File: src/rtl/calc_operand_sequencer_if.sv
// Bus bundle for calc_operand_sequencer: upstream operand pairs, downstream
// ap_ctrl_hs core handshake, result stream and status.
interface calc_operand_sequencer_if #(
  parameter int unsigned DATA_W     = 32,
  parameter int unsigned FIFO_DEPTH = 4
);
  localparam int unsigned LVL_W = $clog2(FIFO_DEPTH) + 1;

  // operand pair input
  logic              s_valid;
  logic              s_ready;
  logic [DATA_W-1:0] s_a;
  logic [DATA_W-1:0] s_b;

  // calculate core (ap_ctrl_hs)
  logic              calc_start;
  logic [DATA_W-1:0] calc_a;
  logic [DATA_W-1:0] calc_b;
  logic              calc_ready;
  logic              calc_done;
  logic [DATA_W-1:0] calc_return;

  // result output
  logic              m_valid;
  logic              m_ready;
  logic [DATA_W-1:0] m_data;

  // status
  logic [LVL_W-1:0]  fifo_level;
  logic              err_timeout;

  // sequencer side
  modport slave (
    input  s_valid, s_a, s_b, calc_ready, calc_done, calc_return, m_ready,
    output s_ready, calc_start, calc_a, calc_b, m_valid, m_data, fifo_level, err_timeout
  );

  // environment side
  modport master (
    output s_valid, s_a, s_b, calc_ready, calc_done, calc_return, m_ready,
    input  s_ready, calc_start, calc_a, calc_b, m_valid, m_data, fifo_level, err_timeout
  );
endinterface

File: src/rtl/calc_operand_sequencer.sv
// Buffers operand pairs in a small FIFO and feeds them one at a time to an
// ap_ctrl_hs calculate core, returning results in arrival order. A core that
// fails to finish within TIMEOUT cycles locks the block in ERR until reset.
module calc_operand_sequencer #(
  parameter int unsigned DATA_W     = 32,
  parameter int unsigned FIFO_DEPTH = 4,
  parameter int unsigned TIMEOUT    = 255
) (
  input  logic                     ap_clk,
  input  logic                     ap_rst_n,
  calc_operand_sequencer_if.slave  bus
);

  localparam int unsigned PTR_W = $clog2(FIFO_DEPTH);
  localparam int unsigned LVL_W = PTR_W + 1;
  localparam int unsigned CNT_W = $clog2(TIMEOUT + 1);

  typedef enum logic [2:0] {
    S_IDLE,
    S_ISSUE,
    S_WAIT,
    S_HOLD,
    S_ERR
  } state_t;

  state_t            state_q, state_d;

  logic [DATA_W-1:0] mem_a [FIFO_DEPTH];
  logic [DATA_W-1:0] mem_b [FIFO_DEPTH];
  logic [PTR_W-1:0]  wr_ptr_q, rd_ptr_q;
  logic [LVL_W-1:0]  level_q;

  logic              calc_start_q, calc_start_d;
  logic [DATA_W-1:0] calc_a_q, calc_b_q;
  logic              m_valid_q, m_valid_d;
  logic [DATA_W-1:0] m_data_q;
  logic              err_q, err_d;
  logic [CNT_W-1:0]  cnt_q, cnt_d;

  logic              push;
  logic              pop;
  logic              capture;
  logic              expired;

  // Accept only when a slot is free and the block has not locked up.
  assign bus.s_ready = (level_q < LVL_W'(FIFO_DEPTH)) && (state_q != S_ERR);
  assign push        = bus.s_valid && bus.s_ready;
  assign expired     = (cnt_q == CNT_W'(TIMEOUT - 1));

  assign bus.calc_start  = calc_start_q;
  assign bus.calc_a      = calc_a_q;
  assign bus.calc_b      = calc_b_q;
  assign bus.m_valid     = m_valid_q;
  assign bus.m_data      = m_data_q;
  assign bus.fifo_level  = level_q;
  assign bus.err_timeout = err_q;

  // FSM state register.
  always_ff @(posedge ap_clk or negedge ap_rst_n) begin
    if (!ap_rst_n) state_q <= S_IDLE;
    else           state_q <= state_d;
  end

  // Next state, FIFO pop, result capture and next values of registered outputs.
  always_comb begin
    state_d      = state_q;
    pop          = 1'b0;
    capture      = 1'b0;
    calc_start_d = calc_start_q;
    m_valid_d    = m_valid_q;
    err_d        = err_q;
    cnt_d        = cnt_q;
    case (state_q)
      S_IDLE: begin
        if (level_q != '0) begin
          pop          = 1'b1;
          calc_start_d = 1'b1;
          cnt_d        = '0;
          state_d      = S_ISSUE;
        end
      end
      S_ISSUE: begin
        cnt_d = cnt_q + CNT_W'(1);
        if (bus.calc_done) begin
          // ready and done together: skip WAIT and take the result now
          capture      = 1'b1;
          m_valid_d    = 1'b1;
          calc_start_d = 1'b0;
          state_d      = S_HOLD;
        end else if (expired) begin
          err_d        = 1'b1;
          calc_start_d = 1'b0;
          state_d      = S_ERR;
        end else if (bus.calc_ready) begin
          calc_start_d = 1'b0;
          state_d      = S_WAIT;
        end
      end
      S_WAIT: begin
        cnt_d = cnt_q + CNT_W'(1);
        if (bus.calc_done) begin
          capture   = 1'b1;
          m_valid_d = 1'b1;
          state_d   = S_HOLD;
        end else if (expired) begin
          err_d   = 1'b1;
          state_d = S_ERR;
        end
      end
      S_HOLD: begin
        if (bus.m_ready) begin
          m_valid_d = 1'b0;
          if (level_q != '0) begin
            pop          = 1'b1;
            calc_start_d = 1'b1;
            cnt_d        = '0;
            state_d      = S_ISSUE;
          end else begin
            state_d = S_IDLE;
          end
        end
      end
      S_ERR: begin
        m_valid_d    = 1'b0;
        calc_start_d = 1'b0;
      end
      default: state_d = S_IDLE;
    endcase
  end

  // FIFO pointers and occupancy; push and pop together leave the level unchanged.
  always_ff @(posedge ap_clk or negedge ap_rst_n) begin
    if (!ap_rst_n) begin
      wr_ptr_q <= '0;
      rd_ptr_q <= '0;
      level_q  <= '0;
    end else begin
      if (push) wr_ptr_q <= wr_ptr_q + PTR_W'(1);
      if (pop)  rd_ptr_q <= rd_ptr_q + PTR_W'(1);
      case ({push, pop})
        2'b10:   level_q <= level_q + LVL_W'(1);
        2'b01:   level_q <= level_q - LVL_W'(1);
        default: level_q <= level_q;
      endcase
    end
  end

  // FIFO storage; contents need no reset since the level gates every read.
  always_ff @(posedge ap_clk) begin
    if (push) begin
      mem_a[wr_ptr_q] <= bus.s_a;
      mem_b[wr_ptr_q] <= bus.s_b;
    end
  end

  // Registered outputs, operand latch, result capture and timeout counter.
  always_ff @(posedge ap_clk or negedge ap_rst_n) begin
    if (!ap_rst_n) begin
      calc_start_q <= 1'b0;
      calc_a_q     <= '0;
      calc_b_q     <= '0;
      m_valid_q    <= 1'b0;
      m_data_q     <= '0;
      err_q        <= 1'b0;
      cnt_q        <= '0;
    end else begin
      calc_start_q <= calc_start_d;
      m_valid_q    <= m_valid_d;
      err_q        <= err_d;
      cnt_q        <= cnt_d;
      if (pop) begin
        calc_a_q <= mem_a[rd_ptr_q];
        calc_b_q <= mem_b[rd_ptr_q];
      end
      if (capture) m_data_q <= bus.calc_return;
    end
  end

endmodule

File: src/flat_wrapper.sv
// flat-port wrapper written by rule: the top's interface ports become plain ports
module calc_operand_sequencer_flat 
#(
  parameter int unsigned DATA_W     = 32,
  parameter int unsigned FIFO_DEPTH = 4,
  parameter int unsigned TIMEOUT    = 255
)
  (ap_clk, ap_rst_n, bus_s_valid, bus_s_a, bus_s_b, bus_calc_ready, bus_calc_done, bus_calc_return, bus_m_ready, bus_s_ready, bus_calc_start, bus_calc_a, bus_calc_b, bus_m_valid, bus_m_data, bus_fifo_level, bus_err_timeout);
  calc_operand_sequencer_if #(.DATA_W(DATA_W), .FIFO_DEPTH(FIFO_DEPTH)) bus_i ();
  input  logic ap_clk;
  input  logic ap_rst_n;
  input wire logic [$bits(bus_i.s_valid)-1:0] bus_s_valid;
  input wire logic [$bits(bus_i.s_a)-1:0] bus_s_a;
  input wire logic [$bits(bus_i.s_b)-1:0] bus_s_b;
  input wire logic [$bits(bus_i.calc_ready)-1:0] bus_calc_ready;
  input wire logic [$bits(bus_i.calc_done)-1:0] bus_calc_done;
  input wire logic [$bits(bus_i.calc_return)-1:0] bus_calc_return;
  input wire logic [$bits(bus_i.m_ready)-1:0] bus_m_ready;
  output wire logic [$bits(bus_i.s_ready)-1:0] bus_s_ready;
  output wire logic [$bits(bus_i.calc_start)-1:0] bus_calc_start;
  output wire logic [$bits(bus_i.calc_a)-1:0] bus_calc_a;
  output wire logic [$bits(bus_i.calc_b)-1:0] bus_calc_b;
  output wire logic [$bits(bus_i.m_valid)-1:0] bus_m_valid;
  output wire logic [$bits(bus_i.m_data)-1:0] bus_m_data;
  output wire logic [$bits(bus_i.fifo_level)-1:0] bus_fifo_level;
  output wire logic [$bits(bus_i.err_timeout)-1:0] bus_err_timeout;
  assign bus_i.s_valid = bus_s_valid;
  assign bus_i.s_a = bus_s_a;
  assign bus_i.s_b = bus_s_b;
  assign bus_i.calc_ready = bus_calc_ready;
  assign bus_i.calc_done = bus_calc_done;
  assign bus_i.calc_return = bus_calc_return;
  assign bus_i.m_ready = bus_m_ready;
  assign bus_s_ready = bus_i.s_ready;
  assign bus_calc_start = bus_i.calc_start;
  assign bus_calc_a = bus_i.calc_a;
  assign bus_calc_b = bus_i.calc_b;
  assign bus_m_valid = bus_i.m_valid;
  assign bus_m_data = bus_i.m_data;
  assign bus_fifo_level = bus_i.fifo_level;
  assign bus_err_timeout = bus_i.err_timeout;
  calc_operand_sequencer #(.DATA_W(DATA_W), .FIFO_DEPTH(FIFO_DEPTH), .TIMEOUT(TIMEOUT)) u_core (.ap_clk(ap_clk), .ap_rst_n(ap_rst_n), .bus(bus_i));
endmodule
File: config.mk
export PLATFORM = sky130hd
export DESIGN_NAME = calc_operand_sequencer_flat
export DESIGN_NICKNAME = d
export VERILOG_FILES = /design/src/rtl/calc_operand_sequencer_if.sv /design/src/rtl/calc_operand_sequencer.sv /design/src/flat_wrapper.sv
export SDC_FILE = /design/constraint.sdc
export NUM_CORES = 1
export LEC_CHECK = 0
export ABC_AREA = 0
export ABC_CLOCK_PERIOD_IN_PS = 3350
export BUFFER_PORTS_ARGS = -buffer_cell sky130_fd_sc_hd__buf_4
export CORE_MARGIN = 2
export CORE_UTILIZATION = 54
export CTS_CLUSTER_DIAMETER = 50
export DETAILED_ROUTE_END_ITERATION = 16
export PLACE_DENSITY = 0.73
export SLEW_MARGIN = 20
export SYNTH_ARGS = -nofsm -noshare
export SYNTH_HDL_FRONTEND = slang
export SYNTH_SLANG_ARGS = --single-unit
File: constraint.sdc
create_clock -name ap_clk -period 3.35 [get_ports ap_clk]
set_clock_uncertainty 0.1 [all_clocks]
set_input_delay 0.67 -clock ap_clk [delete_from_list [all_inputs] [get_ports ap_clk]]
set_output_delay 0.67 -clock ap_clk [all_outputs]
set_load 0.02 [all_outputs]
### Word level (Yosys, flattened, before mapping)

Memories as Yosys holds them, arrays and structs flattened. A register that Yosys moved wholly into a read port is not among the register bits.
Cells that the tools add are included.

* $add $sub $neg: 5
* $lt $le $gt $ge: 1
* equal/unequal tests: 13
* mux-type cells: 29
* bitwise logic cells: 2
* reductions and logical operators: 16

Operator list (number)
* $pmux 8 s3: 1
* $mux 3: 7
* $mux 8: 2
* $pmux 3 s5: 1
* $mux 1: 14
* $reduce_and 3->1: 3
* $reduce_bool 3->1: 3
* $add 8x1->8 const B: 1
* $eq 8x8->1 const B: 1
* $eq 3x2->1 const B: 2
* $pmux 3 s2: 1
* $reduce_and 5->1: 1
* $add 2x1->2 const B: 2
* $ne 2x1->1 const B: 2
* $ne 4x3->1 const B: 1
* $pmux 1 s4: 1
* $reduce_bool 4->1: 1
* $add 3x1->3 const B: 1
* $eq 3x1->1 const B: 1
* $eq 3x3->1 const B: 1
* $logic_not 3->1: 1
* $lt 3x3->1 const B: 1
* $ne 3x2->1 const B: 1
* $ne 3x3->1 const B: 1
* other kinds (12): 15

* register bits: 53
* memory bits (writable): 256
* logic and storage cells: 77
* memories kept: 2

Memory list
* u_core.mem_a: words 4, width 32, read ports 1, clocked after memory_dff 1, wr ports 1, line calc_operand_sequencer.sv:28 `logic [DATA_W-1:0] mem_a [FIFO_DEPTH];`
* u_core.mem_b: words 4, width 32, read ports 1, clocked after memory_dff 1, wr ports 1, line calc_operand_sequencer.sv:29 `logic [DATA_W-1:0] mem_b [FIFO_DEPTH];`

### Longest topological paths before layout

Gate-level depths: netlist of run 1.

* word-level depth: 6
* gate-level depth with buffers: 10

### Least setup slack after synthesis of run 1

No wires, ideal clock.

* kind: register to register
* start: register u_core.state_q[2]
* end: memory u_core.mem_a[0][0], enable pin
* arrival: 2683 ps
* required time: 2821 ps
* path slack: 138 ps
* cell stages (with the launch flop): 5
* path buffers: 1
* clock period less this slack: 3212 ps
* cell sequence: dfrtp_1 -> buf_2 -> nor3b_1 -> nor2_1 -> and3_1

* cells in the longest elaborated chain, start to end: 5

Ends and longest elaborated chain
* start: declaration: line calc_operand_sequencer.sv:26 `state_t state_q, state_d;`
* start signal: assignment: line calc_operand_sequencer.sv:61 `else state_q <= state_d;`
* $ne 3x3->1: line calc_operand_sequencer.sv:46 `assign bus.s_ready = (level_q < LVL_W'(FIFO_DEPTH)) && (state_q != S_ERR);`
* $logic_and 1x1->1: line calc_operand_sequencer.sv:46
* named net bus_s_ready: line flat_wrapper.sv:19 `output wire logic [$bits(bus_i.s_ready)-1:0] bus_s_ready;`
* $logic_and 1x1->1: line calc_operand_sequencer.sv:47 `assign push = bus.s_valid && bus.s_ready;`
* $mux 1: line calc_operand_sequencer.sv:150 `if (push) begin`
* $mux 1 (not written as such): line calc_operand_sequencer.sv:151 `mem_a[wr_ptr_q] <= bus.s_a;`
* end: declaration: line calc_operand_sequencer.sv:28

The timed path passes the listed nets, and every way through them passes these cells.

### Final worst setup path of run 1

* start: register u_core.state_q[2]
* end: output port bus_s_ready

* cells in the longest elaborated chain, start to end: 2

Ends and longest elaborated chain (line)
* $ne 3x3->1: calc_operand_sequencer.sv:46
* $logic_and 1x1->1: calc_operand_sequencer.sv:46
* end: declaration: flat_wrapper.sv:19

No other way between the ends.

==> summary.md, run 1 <==
| Metric | Value |
|---|---|
| Proportion of synthesized flip-flops having asynchronous set or reset | `0.3137` |
| Net count, final | `roughly 1100` |
| Fmax achieved | `0.3607 GHz` |
| Average instance area after synthesis | `between 15 and 20 um2` |
| Distinct cell type count after synthesis | `47` |
| Synth top area share | `0.5452` |
| Result of the run | `finished clean` |
| Placed insts | `around 1300` |
| Hold violation count in the final report | `0` |
| Maximum Capacitance Violations | `0` |
| Vias in the first global route | `7559` |
| Post-synthesis instance total | `slightly above 800` |
| CTS tree | `done` |
| Vias per Instance | `about 5.5` |
| Global route overflow | `0` |
| Final critical-path required period | `around 2.8 ns` |
| Final standard cell utilization of the core | `0.6753` |
| Net count after synthesis | `approximately 930` |
| Wirelength, routed | `around 27 mm` |
| Area of the die | `around 27000 um2` |
| Antenna cell count | `0` |
| Height of the die | `roughly 170 um` |
| Main synth FF type | `edfxtp_1` |
| Portion of the post-synthesis area used by sequential elements | `0.7529` |
| Residual DRC count | `0` |
| Setup total negative slack | `0 ns` |
| Clock Tree Root | `clkbuf_16` |
| Pin count of the biggest net entering global routing | `between 70 and 80` |
| Buffer count from post-CTS setup fixing | `0` |
| Leakage power | `between 0.006 and 0.007 uW` |
| Max Transition Viols Final | `0` |
| Post-detailed-route wirelength per cell | `between 15 and 20 um` |
| IO Port Bufs | `204` |
| Fill cells | `approximately 1800` |
| 1st-iter DRT viols | `~550` |
| Fraction of final layout cells sized beyond drive strength 1 | `0.3436` |
| Post-detailed-route count of antenna-violating nets | `0` |
| Final instance count without filler cells | `between 1000 and 1500` |
| Number of clock buffers inserted by TritonCTS | `39` |
| Cell area power density | `around 940 nW/um2` |
| Post-CTS clock slew at the launch and capture registers of the worst setup and hold paths | `around 0.05 ns` |
| R2R cell count | `7` |
| Min-delay worst type | `in2async` |
| Number of hold buffers added after cts | `0` |
| Slew Limit Headroom | `0.4785` |
| Peak fanout along the critical path | `18` |
| RePlAce Congestion | `between 0.7 and 0.8` |
| Global-route usage over all layers | `0.2026` |
| Leading area contributor after synthesis | `edfxtp_1` |
| Cell with the most instances after synthesis | `edfxtp_1` |
| Initial antenna violation count | `0` |
| Maximum vdd drop | `a little under 0.0007 V` |
| Post_cts resized | `0` |
| Most frequent cells after synthesis | `256 x edfxtp_1, 201 x nand2_1, 117 x dfrtp_1` |
| Die Width | `165.6 um` |
| Type of the worst setup path | `reg2out` |
| Count of warnings emitted by yosys | `0` |
| Crit. End Element | `output pin` |
| DP Wirelength | `between 15 and 20 mm` |
| Transition time at the pin with the least slew margin | `0.7823 ns` |
| Detailed-routing iteration count for the pre-antenna-repair pass | `5` |
| Register bit total from synthesis | `about 370` |
| Total via count after detailed routing | `around 7700` |
| Data required time of the critical path | `between 2 and 3 ns` |
| Core footprint | `~26000 um2` |
| Final worst hold slack | `between 0.015 and 0.02 ns` |
| Finish-stage setup viols | `0` |
| Initial Utilization | `0.5457` |
| Clock latency at the later pin of the worst-skew pair | `about 0.52 ns` |
| Largest buffer count on any clock path | `3` |
| Mapped cell area | `14100 um2` |
| Site row count | `59` |
| Fraction of the cycle the final worst path needs | `0.8275` |
| Element type at the critical path start | `flip-flop` |
| CP arrival | `roughly 2 ns` |
| Signed area change from the synthesized netlist to the final layout | `23.74%` |
| Number of enable-type register cells in the synthesized netlist | `between 200 and 300` |
| Total I/O pin count | `between 200 and 250` |
| Clk sinks | `between 300 and 400` |
| First-pass GRT wire length | `roughly 42 mm` |
| CTS H-tree lvls | `2` |
| Setup repair after global routing missed its margin | `false` |
| Area contributors post-synth | `edfxtp_1 55%, dfrtp_1 21%, mux4_2 10%` |
final timing paths:
path                       slack (ns)                        to                  start
setup reg to reg                 0.68  u_core.bus.fifo_level[1]      u_core.state_q[2]
max in group asynchronous        2.21     u_core.bus.calc_b[24]               ap_rst_n
setup / recovery                 0.58               bus_s_ready      u_core.state_q[2]
hold reg to reg                  0.37     u_core.bus.calc_a[25]  u_core.bus.calc_a[25]
min in group ap_clk              0.25        u_core.mem_a[1][9]             bus_s_a[9]
hold / removal                   0.02        u_core.bus.m_valid               ap_rst_n
report_power, final:
part           total [uW]  internal (uW)  leakage [uW]  switching (uW)
clock network        4440           2770      0.000658            1670
logic                5220           2380       0.00247            2840
registers            6810           6120       0.00375             696
total               16500          11300       0.00688            5210
cells by family after synthesis:
family | Yosys count | share of synthesized area
xor+xnor | 7 | 0.004348
fa+ha+maj | 8 | 0.007631
mux | 98 | 0.1294
compound gates | 41 | 0.01952
buf+inv | 47 | 0.01455
flops | 373 | 0.7529
simple gates | 244 | 0.07170
metal layers:
metal	GRT usage	routed length, um	vias to the layer above
met5	0	0	-
met4	0.05760	586	0
met3	0.05220	2410	46
met2	0.3293	13330	287
met1	0.2747	11030	3831
li1	-	-	3488
registers in the layout, indices dropped and copies added (netlist names):
name,flops
u_core.mem_b,128
u_core.state_q,3
u_core.bus.err_timeout,1
u_core.rd_ptr_q,2
u_core.bus.calc_start,1
u_core.bus.calc_b,32
u_core.cnt_q,8
u_core.wr_ptr_q,2
u_core.bus.fifo_level,3
u_core.bus.m_valid,1
u_core.mem_a,128
u_core.bus.calc_a,32
u_core.bus.m_data,32
placed cells by master, fill, tap and decap left out, types with 4 or more instances in the layout:
master and count:
mux2_1 20, clkbuf_8 7, nor2_1 10, ha_1 7
dfrtp_1 115, buf_4 212, or3_1 4, xnor2_1 6
clkbuf_1 13, clkbuf_16 42, o21ai_0 7, mux4_2 64
edfxtp_1 256, bufinv_16 4, mux2_2 14, o31ai_1 5
and3_4 4, buf_12 6, nand2_1 201, nor2b_1 5
a21oi_1 10, inv_1 6
through the flow:
step	power [uW]	area, um2	setup WS, ns
floorplan	10180	14100	0.1382
global placement	12100	16090	0.7679
detailed placement	12220	16090	0.6971
CTS	16700	17450	0.5335
global route	17360	17450	0.4252
finish	16470	17450	0.5778
worst max-delay path, stage by stage (launching register included):
cell and delay, ns:
dfrtp_1 0.70, nor3b_1 0.41, nor2_1 0.18, buf_4 0.20
layout make-up:
class                      count  area [um2]  area share
clock buffer                  62        1196     0.06856
tap                          335       419.2     0.02402
sequential                   373       10620      0.6089
multi-input combinational    398        3303      0.1893
clock inverter                 9       156.4    0.008964
timing repair buffer         219        1723     0.09875
inverter                       7       26.28    0.001506
(Power assumes the default switching activity.)
==> run 2: changes to the inputs <==
--- a/config.mk
+++ b/config.mk
@@ -5,14 +5,14 @@
 export SDC_FILE = /design/constraint.sdc
 export NUM_CORES = 1
 export LEC_CHECK = 0
-export ABC_AREA = 0
-export ABC_CLOCK_PERIOD_IN_PS = 3350
+export ABC_AREA = 1
+export ABC_CLOCK_PERIOD_IN_PS = 2500
 export BUFFER_PORTS_ARGS = -buffer_cell sky130_fd_sc_hd__buf_4
 export CORE_MARGIN = 2
-export CORE_UTILIZATION = 54
+export CORE_UTILIZATION = 51
 export CTS_CLUSTER_DIAMETER = 50
 export DETAILED_ROUTE_END_ITERATION = 16
-export PLACE_DENSITY = 0.73
+export PLACE_DENSITY = 0.72
 export SLEW_MARGIN = 20
 export SYNTH_ARGS = -nofsm -noshare
 export SYNTH_HDL_FRONTEND = slang
==> constraint.sdc (replaced) <==
create_clock -name ap_clk -period 2.5 [get_ports ap_clk]
set_clock_uncertainty 0.1 [all_clocks]
set_input_delay 0.5 -clock ap_clk [delete_from_list [all_inputs] [get_ports ap_clk]]
set_output_delay 0.5 -clock ap_clk [all_outputs]
set_load 0.02 [all_outputs]
==> summary.md, run 2 <==
| Metric | Value |
|---|---|
| Buffer count from post-CTS setup fixing | `0` |
| Cell area power density | `between 1000 and 1500 nW/um2` |
| Setup total negative slack | `0 ns` |
| 1st-iter DRT viols | `716` |
| Placed insts | `between 1500 and 2000` |
| Net count after synthesis | `between 1000 and 1500` |
| Post-detailed-route count of antenna-violating nets | `0` |
| Type of the worst setup path | `reg2reg` |
| Final worst hold slack | `~0.085 ns` |
| Element type at the critical path start | `flip-flop` |
| Count of warnings emitted by yosys | `0` |
| Synth top area share | `0.5334` |
| Initial antenna violation count | `1` |
| Main synth FF type | `edfxtp_1` |
| Slew Limit Headroom | `0.6215` |
| Vias in the first global route | `roughly 9300` |
| Vias per Instance | `roughly 5.3` |
| Beginning of the worst hold path | `bus_s_b[31]` |
| Crit. End Element | `flip-flop` |
| First-pass GRT wire length | `roughly 48 mm` |
| Highest-count cells in the layout ignoring fill and taps | `256 x edfxtp_1, 218 x buf_4, 173 x nand2_1, 141 x nor2_1, 134 x o21ai_0` |
| Hold violation count in the final report | `0` |
| Final instance count without filler cells | `approximately 1800` |
| Data required time of the critical path | `between 2 and 3 ns` |
| Source of the critical timing path | `u_core.bus.fifo_level[1]` |
| Area contributors post-synth | `edfxtp_1 53%, dfrtp_1 20%, o21ai_0 4.7%` |
| IO Port Bufs | `about 200` |
| CTS H-tree lvls | `2` |
| Most common library cell in the layout ignoring fill and taps | `edfxtp_1` |
| Post-synthesis instance total | `1186` |
| Residual DRC count | `0` |
| Total via count after detailed routing | `about 9500` |
| Total I/O pin count | `slightly above 200` |
| Initial Utilization | `0.5188` |
| Wirelength, routed | `30.91 mm` |
| Leakage power | `slightly above 0.007 uW` |
| Average instance area after synthesis | `between 10 and 15 um2` |
| Fraction of final layout cells sized beyond drive strength 1 | `0.2168` |
| Net count, final | `approximately 1500` |
| Area of the die | `29620 um2` |
| Min-delay worst type | `in2reg` |
| Cell with the most instances after synthesis | `edfxtp_1` |
| Number of enable-type register cells in the synthesized netlist | `roughly 260` |
| Transition time at the pin with the least slew margin | `roughly 0.57 ns` |
| CTS tree | `done` |
| Clk sinks | `between 300 and 400` |
| Max Transition Viols Final | `0` |
| Portion of the post-synthesis area used by sequential elements | `0.7365` |
| Finish-stage setup viols | `0` |
| Largest registers | `u_core.mem_a x128, u_core.mem_b x128` |
| CP arrival | `between 2 and 2.5 ns` |
| Fraction of the cycle the final worst path needs | `0.8725` |
| Distinct cell type count after synthesis | `28` |
| Global-route usage over all layers | `0.2091` |
| Global route overflow | `0` |
| Final critical-path required period | `roughly 2.2 ns` |
| Highest metal layer used by the detailed router | `met4` |
| Site row count | `61` |
| Design Power | `approximately 23000 uW` |
| Result of the run | `finished clean` |
| Post-detailed-route wirelength per cell | `between 15 and 20 um` |
| Signed area change from the synthesized netlist to the final layout | `23.40%` |
| Clock Tree Root | `clkbuf_16` |
| Core footprint | `27780 um2` |
| Post-CTS clock slew at the launch and capture registers of the worst setup and hold paths | `0.06 ns` |
| Most frequent cells after synthesis | `256 x edfxtp_1, 174 x nand2_1, 145 x nor2_1` |
| Setup repair after global routing missed its margin | `false` |
| DP Wirelength | `about 18 mm` |
| Mapped cell area | `14410 um2` |
| Place WS | `0.3248 ns` |
| Worst-case setup margin in the final layout | `~0.32 ns` |
| Detailed-routing iteration count for the pre-antenna-repair pass | `6` |
| Fmax achieved | `0.4585 GHz` |
| Peak fanout along the critical path | `5` |
| Maximum vdd drop | `~0.0011 V` |
| Detailed-route wire length on metal 1 | `roughly 13 mm` |
| Leading area contributor after synthesis | `edfxtp_1` |
| Number of clock buffers inserted by TritonCTS | `38` |
| Die Width | `172.1 um` |
| Pin count of the biggest net entering global routing | `around 130` |
| FF-to-FF Start | `u_core.bus.fifo_level[1]` |
| Detailed route wirelength on metal2 | `14.67 mm` |
| Met3 wirelength from detailed routing | `between 2 and 3 mm` |
| Height of the die | `~170 um` |
| RePlAce Congestion | `between 0.8 and 0.9` |
| Maximum Capacitance Violations | `0` |
| Largest buffer count on any clock path | `3` |
| Register bit total from synthesis | `approximately 370` |
| Clock latency at the later pin of the worst-skew pair | `between 0.5 and 0.6 ns` |
| Proportion of synthesized flip-flops having asynchronous set or reset | `0.3137` |
-- run 2: cell types whose count changed after synthesis, moves of 13 or more --
cell / change
nor2_1: +135
o21ai_0: +127
inv_1: +73
o21ai_1: +67
mux4_2: -64
o22ai_1: +63
nand3_1: +43
nand2_1: -27
mux2_1: -20
clkbuf_1: +15
mux2_2: -13
-- run 2: critical path, cell delays in order, from the launching register on --
cell and delay, ns:
dfrtp_1 0.42, nor2_1 0.13, nand2_1 0.14, nand2_1 0.17
o21ai_4 0.09, ha_1 0.24, fa_1 0.39, a21oi_1 0.13
o21ai_0 0.10, xor2_1 0.16
-- run 2: repair_timing --
action / in CTS / in global routing
hold endpoints to repair: 24 / 0
hold buffers: 1 / 0
resized for setup: 0 / 0
-- run 2: area by class of cell --
type	count	area [um2]
antenna	2	5.005
multi-input combinational	664	3184
clock buffer	46	1032
inverter	82	310.3
clock inverter	22	312.8
fill	2161	9997
timing repair buffer	229	1847
sequential	373	10620
tap	378	473.0
-- run 2: power breakdown --
part           switching, uW  internal [uW]  total (uW)
registers                733           8210        8940
clock network           2300           3690        5990
logic                   5490           3010        8510
-- run 2: metal layers --
layer | track usage | up-vias
met5 | 0 | -
met4 | 0.07928 | 0
met3 | 0.04807 | 50
met2 | 0.3431 | 355
met1 | 0.2738 | 4530
li1 | - | 4550
-- run 2: final timing paths --
| path | end | slack [ns] | cells after the start |
|---|---|---|---|
| worst min register to register | u_core.bus.m_data[1] | 0.37 | 2 |
| min in group asynchronous | u_core.bus.calc_b[5] | 0.39 | 2 |
| worst max-delay path | u_core.bus.fifo_level[2] | 0.32 | 9 |
| worst min-delay path | u_core.mem_b[3][31] | 0.09 | 1 |
| worst max register to register | u_core.bus.fifo_level[2] | 0.32 | 9 |
| max in group asynchronous | u_core.bus.calc_b[7] | 1.20 | 3 |
-- run 2: through the flow --
stage                       util  cell area [um2]
after detailed placement  0.5912            16420
after global placement    0.5912            16420
final                     0.6402            17780
after global routing      0.6400            17780
after floorplan                -            14460
after CTS                 0.6400            17780
-- run 2: logic make-up after synthesis --
group | synth area share
AOI/OAI and AO/OA | 0.1031
xor gates and xnor gates | 0.004254
adders and majority gates | 0.007466
DFF | 0.7365
buffers and inverters | 0.04558
and+or+nand+nor | 0.1023
muxes | 0.0007813
==> run 3: changes to the inputs <==
--- a/config.mk
+++ b/config.mk
@@ -13,6 +13,7 @@
 export CTS_CLUSTER_DIAMETER = 50
 export DETAILED_ROUTE_END_ITERATION = 16
 export PLACE_DENSITY = 0.72
+export REMOVE_ABC_BUFFERS = 1
 export SLEW_MARGIN = 20
 export SYNTH_ARGS = -nofsm -noshare
 export SYNTH_HDL_FRONTEND = slang
==> summary.md, run 3 (synthesis gave the netlist of run 2 again) <==
| Metric | Value |
|---|---|
| Finish-stage setup viols | `0` |
| First-pass GRT wire length | `47.15 mm` |
| Net count, final | `roughly 1500` |
| Final critical-path required period | `~2.2 ns` |
| Initial antenna violation count | `2` |
| Height of the die | `about 170 um` |
| Result of the run | `finished clean` |
| Post-detailed-route wirelength per cell | `approximately 17 um` |
| DP Wirelength | `about 18 mm` |
| Fmax achieved | `approximately 0.46 GHz` |
| IO Port Bufs | `just over 200` |
| Area of the die | `29620 um2` |
| Data required time of the critical path | `about 2.8 ns` |
| Site row count | `a little over 60` |
| Highest-count cells in the layout ignoring fill and taps | `256 x edfxtp_1, 217 x buf_4, 174 x nand2_1, 141 x nor2_1, 134 x o21ai_0` |
| Clock latency at the later pin of the worst-skew pair | `about 0.53 ns` |
| R2R cell count | `9` |
| CP arrival | `2.46 ns` |
| Post-CTS clock slew at the launch and capture registers of the worst setup and hold paths | `~0.060 ns` |
| Detailed-routing iteration count for the pre-antenna-repair pass | `5` |
| Initial Utilization | `0.5188` |
| Buffer count from post-CTS setup fixing | `0` |
| Slew Limit Headroom | `0.5960` |
| Pin count of the biggest net entering global routing | `132` |
| Max Transition Viols Final | `0` |
| Leakage power | `0.007099 uW` |
| Clock Tree Root | `clkbuf_16` |
| 1st-iter DRT viols | `730` |
| Hold violation count in the final report | `0` |
| Min-delay worst type | `in2reg` |
| Cell area power density | `around 1300 nW/um2` |
| Setup total negative slack | `0 ns` |
| Maximum vdd drop | `between 0.0008 and 0.0009 V` |
| Peak fanout along the critical path | `5` |
| Cell count of the worst hold path | `1` |
| Number of clock buffers inserted by TritonCTS | `40` |
| Final worst hold slack | `between 0.06 and 0.07 ns` |
| Worst path slowest cell | `dfrtp_1` |
| CTS tree | `done` |
| Total via count after detailed routing | `approximately 9400` |
| FF-to-FF Start | `u_core.bus.fifo_level[1]` |
| Global-route usage over all layers | `0.2065` |
| Wirelength, routed | `about 31 mm` |
| Crit. End Element | `flip-flop` |
| Reg2Reg Setup Slack | `between 0.3 and 0.4 ns` |
| Beginning of the worst hold path | `bus_s_b[4]` |
| Largest buffer count on any clock path | `3` |
| Setup repair after global routing missed its margin | `false` |
| Residual DRC count | `0` |
| RePlAce Congestion | `between 0.8 and 0.9` |
| Crit Reg-Reg Endpoint | `u_core.bus.fifo_level[2]` |
| Element type at the critical path start | `flip-flop` |
| Fraction of final layout cells sized beyond drive strength 1 | `0.2111` |
| Global route overflow | `0` |
| Signed area change from the synthesized netlist to the final layout | `22.66%` |
| Clk sinks | `373` |
| CTS H-tree lvls | `2` |
| Fraction of the cycle the final worst path needs | `0.8666` |
| Die Width | `roughly 170 um` |
| Maximum Capacitance Violations | `0` |
| Vias per Instance | `~5.2` |
| End point of the most critical hold path | `u_core.mem_b[3][4]` |
| Type of the worst setup path | `reg2reg` |
| Transition time at the pin with the least slew margin | `between 0.6 and 0.7 ns` |
| Worst-path cell chain | `nor2_1 -> nand2_1 -> nand2_1 -> o21ai_4 -> ha_1 -> fa_1 -> a21oi_1 -> o21ai_0 -> xor2_1` |
| Post-detailed-route count of antenna-violating nets | `0` |
| Core footprint | `around 28000 um2` |
| Total I/O pin count | `205` |
| Fill cells | `2148` |
| Vias in the first global route | `around 9000` |
| Largest registers | `u_core.mem_a x128, u_core.mem_b x128` |
| Longest individual stage delay on the worst path | `0.42 ns` |
| Cell with the most instances on the worst path | `nand2_1` |
| Most common library cell in the layout ignoring fill and taps | `edfxtp_1` |
[run 3: what timing repair did]
item | CTS | global route
gates resized for setup | 0 | 0
hold buffers | 1 | 0
endpoints found under the hold margin | 50 | 0
[run 3: how the worst max path moves through the flow]
stage,from,to,slack (ns),cells past startpoint
detailed placement,u_core.bus.fifo_level[0],u_core.bus.fifo_level[2],0.35,9
global route,u_core.bus.fifo_level[1],u_core.bus.fifo_level[2],0.18,9
finish,u_core.bus.fifo_level[1],u_core.bus.fifo_level[2],0.33,9
floorplan,u_core.state_q[0],u_core.mem_a[0][0],-1.99,4
CTS,u_core.bus.fifo_level[1],u_core.bus.fifo_level[2],0.34,9
global placement,u_core.bus.fifo_level[0],u_core.bus.fifo_level[2],0.34,9
[run 3: cell type report]
class	instances	area, um2	share of cell area
clock buffer	56	1132	0.06405
sequential	373	10620	0.6008
tap	378	473.0	0.02675
clock inverter	18	136.4	0.007715
multi-input combinational	664	3171	0.1793
antenna	2	5.005	0.0002831
inverter	82	310.3	0.01755
timing repair buffer	228	1831	0.1035
[run 3: power breakdown]
group / total (uW) / switching, uW / internal, uW
logic: 8480 / 5510 / 2970
registers: 8860 / 655 / 8210
clock network: 5610 / 2320 / 3290
total: 23000 / 8480 / 14500
[run 3: stage by stage]
stage          utilization  instance area, um2  setup slack (ns)  total power (uW)  cells
3_3_place_gp        0.5901               16390            0.3418             17320   1724
6_report            0.6363               17680            0.3334             22960   1801
2_1_floorplan            -               14060            -1.988             14120   1119
3_5_place_dp        0.5901               16390            0.3490             17530   1724
4_1_cts             0.6361               17670            0.3429             23180   1799
5_1_grt             0.6361               17670            0.1784             24480   1799
[run 3: worst max-delay path: cells and delay by family (launching register included)]
kind	cells	cell delay (ns)
AO/OA/AOI/OAI	3	0.33
AND/OR/NAND/NOR	3	0.43
adder cells (fa/ha/maj)	2	0.62
flip-flops	1	0.42
XOR/XNOR	1	0.15
[run 3: routing by layer]
layer  wire length (um)  track usage
met1              12680       0.2639
met4                556      0.05663
met2              14720       0.3525
met3               2556      0.05287
met5                 13            0
